<file path="config.mk">
export PLATFORM = sky130hd
export DESIGN_NAME = idli_fetch_m
export DESIGN_NICKNAME = d
export VERILOG_FILES = /design/src/rtl/idli_fetch_m.sv
export SDC_FILE = /design/constraint.sdc
export NUM_CORES = 1
export LEC_CHECK = 0
export ABC_CLOCK_PERIOD_IN_PS = 4600
export BUFFER_PORTS_ARGS = -buffer_cell sky130_fd_sc_hd__clkbuf_2
export CAP_MARGIN = 5
export CORE_AREA = 10 10 81 83
export DETAILED_ROUTE_END_ITERATION = 6
export DIE_AREA = 0 0 91 93
export GPL_TIMING_DRIVEN = 0
export PLACE_DENSITY_LB_ADDON = 0.25
export SLEW_MARGIN = 5
export SYNTH_ARGS = -nofsm -noshare
export SYNTH_HDL_FRONTEND = slang
export SYNTH_SLANG_ARGS = --single-unit
</file>
<file path="constraint.sdc">
create_clock -name i_fe_gck -period 4.6 [get_ports i_fe_gck]
set_clock_uncertainty 0.2 [all_clocks]
set_input_delay 0.92 -clock i_fe_gck [delete_from_list [all_inputs] [get_ports i_fe_gck]]
set_output_delay 0.92 -clock i_fe_gck [all_outputs]
set_load 0.01 [all_outputs]
</file>
<file path="src/rtl/idli_fetch_m.sv">
// idli_fetch_m - instruction fetch front end.
//
// Issues word reads to instruction memory, keeps up to DEPTH returned 16b
// words in a small prefetch buffer, and serialises the head word into four
// 4b slices (least significant first) aligned to the core slice counter.
// A redirect at the last slice flushes the buffer, discards every response
// still in flight and restarts fetch from the new word address.
//
// Ports
//   i_fe_gck          clock
//   i_fe_rst          asynchronous active-high reset
//   i_fe_ctr          core slice counter, 0..3
//   i_fe_hold         decode keeps the current word (sampled at ctr==3)
//   i_fe_redirect     flush and refetch (only at ctr==3)
//   i_fe_redirect_pc  new word address, valid with i_fe_redirect
//   o_fe_mem_vld      read request valid
//   o_fe_mem_addr     read word address
//   i_fe_mem_rdy      memory accepts the request
//   i_fe_mem_data_vld read response valid (in order, no backpressure)
//   i_fe_mem_data     read response word
//   o_fe_enc          encoding slice to decode
//   o_fe_enc_vld      slice valid (constant across a window)

module idli_fetch_m #(
  parameter int unsigned DEPTH    = 2,
  parameter logic [15:0] RESET_PC = 16'h0000
) (
  input  logic        i_fe_gck,
  input  logic        i_fe_rst,
  input  logic [1:0]  i_fe_ctr,
  input  logic        i_fe_hold,
  input  logic        i_fe_redirect,
  input  logic [15:0] i_fe_redirect_pc,
  output logic        o_fe_mem_vld,
  output logic [15:0] o_fe_mem_addr,
  input  logic        i_fe_mem_rdy,
  input  logic        i_fe_mem_data_vld,
  input  logic [15:0] i_fe_mem_data,
  output logic [3:0]  o_fe_enc,
  output logic        o_fe_enc_vld
);

  localparam int unsigned   CW       = $clog2(DEPTH + 1);
  localparam int unsigned   PW       = (DEPTH > 1) ? $clog2(DEPTH) : 1;
  localparam logic [CW-1:0] DEPTH_C  = CW'(DEPTH);
  localparam logic [PW-1:0] LAST_PTR = PW'(DEPTH - 1);

  // Select slice idx (0 = least significant nibble) of a word.
  function automatic logic [3:0] slice_f(input logic [15:0] w, input logic [1:0] idx);
    return w[{idx, 2'b00} +: 4];
  endfunction

  // Advance a buffer pointer with wrap at DEPTH entries.
  function automatic logic [PW-1:0] ptr_inc_f(input logic [PW-1:0] p);
    return (p == LAST_PTR) ? {PW{1'b0}} : p + PW'(1'b1);
  endfunction

  logic [15:0]   pc_r;
  logic [CW-1:0] occ_r;
  logic [CW-1:0] out_r;
  logic [CW-1:0] drop_r;
  logic [PW-1:0] rd_ptr_r;
  logic [PW-1:0] wr_ptr_r;
  logic          win_vld_r;
  logic [15:0]   buf_r [DEPTH];

  logic [CW:0]   level_s;
  logic          accept_s;
  logic          push_s;
  logic          pop_s;
  logic          drop_hit_s;

  assign o_fe_mem_addr = pc_r;

  // Request valid, window valid, slice mux and buffer control strobes.
  always_comb begin
    level_s = {1'b0, occ_r} + {1'b0, out_r};
    if (i_fe_rst || i_fe_redirect) begin
      o_fe_mem_vld = 1'b0;
    end else begin
      o_fe_mem_vld = (level_s < {1'b0, DEPTH_C});
    end

    // The window decision is taken from the registered occupancy at ctr==0
    // and then held, so a word landing mid-window waits for the next one.
    if (i_fe_ctr == 2'd0) begin
      o_fe_enc_vld = (occ_r != {CW{1'b0}});
    end else begin
      o_fe_enc_vld = win_vld_r;
    end

    if (o_fe_enc_vld) begin
      o_fe_enc = slice_f(buf_r[rd_ptr_r], i_fe_ctr);
    end else begin
      o_fe_enc = 4'h0;
    end

    accept_s   = o_fe_mem_vld && i_fe_mem_rdy;
    drop_hit_s = i_fe_mem_data_vld && (drop_r != {CW{1'b0}});
    // A response arriving in the redirect cycle is stale as well.
    push_s     = i_fe_mem_data_vld && (drop_r == {CW{1'b0}}) && !i_fe_redirect;
    pop_s      = (i_fe_ctr == 2'd3) && o_fe_enc_vld && !i_fe_hold && !i_fe_redirect;
  end

  // Fetch PC, occupancy, outstanding/drop counters, pointers, window flag.
  always_ff @(posedge i_fe_gck or posedge i_fe_rst) begin
    if (i_fe_rst) begin
      pc_r      <= RESET_PC;
      occ_r     <= {CW{1'b0}};
      out_r     <= {CW{1'b0}};
      drop_r    <= {CW{1'b0}};
      rd_ptr_r  <= {PW{1'b0}};
      wr_ptr_r  <= {PW{1'b0}};
      win_vld_r <= 1'b0;
    end else begin
      out_r <= out_r + CW'(accept_s) - CW'(i_fe_mem_data_vld);
      if (i_fe_redirect) begin
        // Everything still outstanding after this cycle belongs to the old stream.
        pc_r     <= i_fe_redirect_pc;
        occ_r    <= {CW{1'b0}};
        rd_ptr_r <= {PW{1'b0}};
        wr_ptr_r <= {PW{1'b0}};
        drop_r   <= out_r - CW'(i_fe_mem_data_vld);
      end else begin
        if (accept_s) begin
          pc_r <= pc_r + 16'd1;
        end
        occ_r <= occ_r + CW'(push_s) - CW'(pop_s);
        if (push_s) begin
          wr_ptr_r <= ptr_inc_f(wr_ptr_r);
        end
        if (pop_s) begin
          rd_ptr_r <= ptr_inc_f(rd_ptr_r);
        end
        if (drop_hit_s) begin
          drop_r <= drop_r - CW'(1'b1);
        end
      end
      if (i_fe_ctr == 2'd0) begin
        win_vld_r <= (occ_r != {CW{1'b0}});
      end
    end
  end

  // Word storage; contents are only observed through a valid window.
  always_ff @(posedge i_fe_gck) begin
    if (push_s) begin
      buf_r[wr_ptr_r] <= i_fe_mem_data;
    end
  end

  idli_fetch_chk_m #(.DEPTH(DEPTH), .CW(CW)) u_chk (
    .clk      (i_fe_gck),
    .rst      (i_fe_rst),
    .ctr      (i_fe_ctr),
    .redirect (i_fe_redirect),
    .data_vld (i_fe_mem_data_vld),
    .out_cnt  (out_r),
    .occ_cnt  (occ_r),
    .push     (push_s)
  );

endmodule

// idli_fetch_chk_m - protocol checks for idli_fetch_m (no logic).
//   clk/rst   clock and active-high reset
//   ctr       slice counter; redirect/data_vld as seen by the fetch unit
//   out_cnt   outstanding requests; occ_cnt buffer occupancy; push buffer write
module idli_fetch_chk_m #(
  parameter int unsigned DEPTH = 2,
  parameter int unsigned CW    = 2
) (
  input logic          clk,
  input logic          rst,
  input logic [1:0]    ctr,
  input logic          redirect,
  input logic          data_vld,
  input logic [CW-1:0] out_cnt,
  input logic [CW-1:0] occ_cnt,
  input logic          push
);

  a_redirect_ctr: assert property (@(posedge clk) disable iff (rst)
    redirect |-> (ctr == 2'd3));

  a_rsp_has_req: assert property (@(posedge clk) disable iff (rst)
    data_vld |-> (out_cnt != {CW{1'b0}}));

  a_push_space: assert property (@(posedge clk) disable iff (rst)
    push |-> (occ_cnt < CW'(DEPTH)));

endmodule
</file>
==> impl_metrics.json <==
{
  "synthArstFlopShare_pct": 43.9,
  "ys_ff_latch": 57,
  "die_y_um": 93,
  "tns_ps": 0,
  "fin_nets": 333,
  "crit_chain": "clkbuf_1, nor2_1, o21ai_0, inv_1, clkbuf_2",
  "grt_max_degree": 26,
  "holdPathStages": 1,
  "rsz0062_at_grt": "false",
  "crit_arrival_ps": 2310,
  "num_rows": 26,
  "maxCapViolations": 0,
  "start_util_pct": 55.4,
  "cts_tree": "built",
  "io_pins": 62,
  "cts_hold_buffers": 0,
  "ir_worst_vdd_uv": 309,
  "overflow": 0,
  "criticalPathCategory": "input port to output pin",
  "status": "finished clean",
  "synth_mux_area_share_pct": 8.66,
  "power-per-cell-area_nw_per_um2": 389,
  "layout-drive-gt1-share_pct": 31.7,
  "crit_fanout": 10,
  "cts_buffers": 9,
  "crit_path_end_kind": "output pin",
  "io_buffers": 57,
  "max_freq_mhz": 291,
  "slew_headroom_pct": 31.6,
  "synthAdderAreaFrac_pct": 3.88,
  "slew_violations": 0,
  "p_leak_nw": 1.43,
  "grt_pass1_vias": 2106,
  "coreArea_sq_um": 5010,
  "synthCells": 215,
  "path_clk_slew_ps": 60,
  "worst_slack_ps": 1170,
  "drt_first_iter_violations": 100,
  "dp_hpwl_um": 4490,
  "grt_first_pass_wirelength_um": 10000,
  "die-area_sq_um": 8460,
  "htree_levels": 3,
  "min_from": "out_r[1]",
  "ys_types": 40,
  "rr_worst_depth": 10,
  "drc": 0,
  "via_per_inst": 5.52,
  "synth_compound_area_share_pct": 8.30,
  "nFillCells": 426,
  "timing.rr.start": "occ_r[1]",
  "synthXorXnorAreaFrac_pct": 2.53,
  "cts.path.max_buffers": 2,
  "final_antenna_net_count": 0,
  "setup_viol": 0,
  "synth_top_family_by_area": "simple AND/OR/NAND/NOR gates",
  "cts_root_buffer": "clkbuf_8",
  "gp_congestion": 0.807,
  "finalWirelength_um": 5960,
  "period_needed_ps": 3430,
  "final_core_util_pct": 66.4,
  "r2r-end": "out_r[1]",
  "yosys.area_share.simple_pct": 15.7,
  "synth_edf_count": 32,
  "synth_area_sq_um": 2770,
  "worst_pin_slew_ps": 1030,
  "fin_crit_sh_pct": 74.6,
  "grt_util_all_layers_pct": 14.8,
  "fp.dieW_um": 91,
  "ys.flop_type": "edfxtp_1",
  "clk_latency_ps": 330,
  "cts_setup_buffers": 0,
  "syn_area_per_cell_sq_um": 12.9,
  "wire_per_inst_um": 16.6,
  "crit_path_start_kind": "input port",
  "vias": 1987,
  "place_ws_ps": 1110,
  "hold_path_class": "flop to flop",
  "area_growth_pct": 19.8,
  "cp_slowest_cell": "o21ai_0",
  "hold_violations": 0,
  "ys_seq_area_share_pct": 57.2,
  "cts.repair.resized": 0,
  "power_mw": 1.29,
  "ff2ff_setup_slack_ps": 1890,
  "cpPeakStageDelay_ps": 540,
  "firstDrtPassIters": 4,
  "syn_nets": 263,
  "antenna_cells": 0,
  "cts_sinks": 57,
  "antenna_found_initial": 0,
  "worstHoldEndpoint": "out_r[1]",
  "required_ps": 3480,
  "yosys_warnings": 0
}
==> synth_stat cells, types with 4 or more instances <==
cell type  number  area [sq um]
mux2i_1         6          60.1
dfrtp_1        25           626
mux4_2          8           180
o311ai_0        5          43.8
ha_1            7          87.6
clkbuf_1        5          18.8
nor2_1         16          60.1
a221o_1         5          50.1
inv_1          12          45.0
edfxtp_1       32           961
and2b_1         6          45.0
xnor2_1         7          61.3
o21ai_0        12          60.1
and4_1          4          35.0
nand2_1        18          67.6
nand3_1         9          45.0
==> layer usage <==
layer	up-vias	global-route usage, %	share of wire [%]
met4	0	8.49	1.6
met5	-	0	0
met2	68	24.4	50
li1	949	-	-
met1	961	16.9	42
met3	9	4.40	5.9
==> final cells by class <==
type / instances / area (sq um) / area share (%)
well taps: 70 / 87.6 / 2.63
flip-flops and latches: 57 / 1590 / 47.7
inverters: 12 / 45.0 / 1.35
multi-input cells: 137 / 1080 / 32.6
repair buffers: 59 / 300 / 9.03
clock inverters: 6 / 35.0 / 1.05
plain buffers: 9 / 57.6 / 1.73
clock buffers: 10 / 128 / 3.84
==> worst max-delay path: cells and delay by family <==
family / cells / cell delay [ps]
AOI/OAI and AO/OA: 1 / 540
buffers and inverters: 3 / 730
and+or+nand+nor: 1 / 120
==> cell usage in the layout (no fill, tap or decap), types with 4 or more instances in the layout <==
| cell | instances |
|---|---|
| o311ai_0 | 5 |
| xnor2_1 | 7 |
| ha_1 | 7 |
| clkbuf_2 | 57 |
| and2b_1 | 6 |
| a221o_1 | 5 |
| clkbuf_8 | 9 |
| clkbuf_1 | 6 |
| nor2_1 | 16 |
| o21ai_0 | 12 |
| mux2i_1 | 6 |
| dfrtp_1 | 25 |
| nand2_1 | 18 |
| mux4_2 | 8 |
| clkinv_2 | 4 |
| nand3_1 | 9 |
| inv_1 | 12 |
| and4_1 | 4 |
| edfxtp_1 | 32 |
==> power by group <==
group	internal (mW)	total (mW)	switching, mW
Sequential	0.597	0.641	0.0431
Combinational	0.129	0.264	0.135
Clock	0.191	0.388	0.197
Total	0.917	1.29	0.376
==> worst max-delay path by stage <==
| stage | from | endpoint |
|---|---|---|
| 5_1_grt | i_fe_ctr[0] | o_fe_enc_vld |
| 6_report | i_fe_ctr[0] | o_fe_enc_vld |
| 3_5_place_dp | i_fe_ctr[0] | o_fe_enc_vld |
| 2_1_floorplan | i_fe_ctr[0] | o_fe_enc_vld |
| 3_3_place_gp | i_fe_ctr[0] | o_fe_enc_vld |
| 4_1_cts | i_fe_ctr[0] | o_fe_enc_vld |
==> cell families after synthesis <==
group | Yosys count
buf+inv | 21
simple gates | 74
mux | 14
flops | 57
compound gates | 33
xor+xnor | 8
fa+ha+maj | 8
==> sequential cells by signal (all words and copies together) (netlist names) <==
| register | count |
|---|---|
| occ_r | 2 |
| rd_ptr_r | 1 |
| buf_r | 32 |
| o_fe_mem_addr | 16 |
| win_vld_r | 1 |
| wr_ptr_r | 1 |
| out_r | 2 |
| drop_r | 2 |
==> metrics by stage <==
| stage | hold WS (ps) | std cells | instance area [sq um] |
|---|---|---|---|
| 6_report | 324 | 360 | 3320 |
| 5_1_grt | 367 | 360 | 3320 |
| 4_1_cts | 331 | 360 | 3320 |
| 3_5_place_dp | 320 | 344 | 3160 |
| 3_3_place_gp | 319 | 342 | 3150 |
| 2_1_floorplan | 285 | 215 | 2770 |
(Power assumes the default switching activity.)
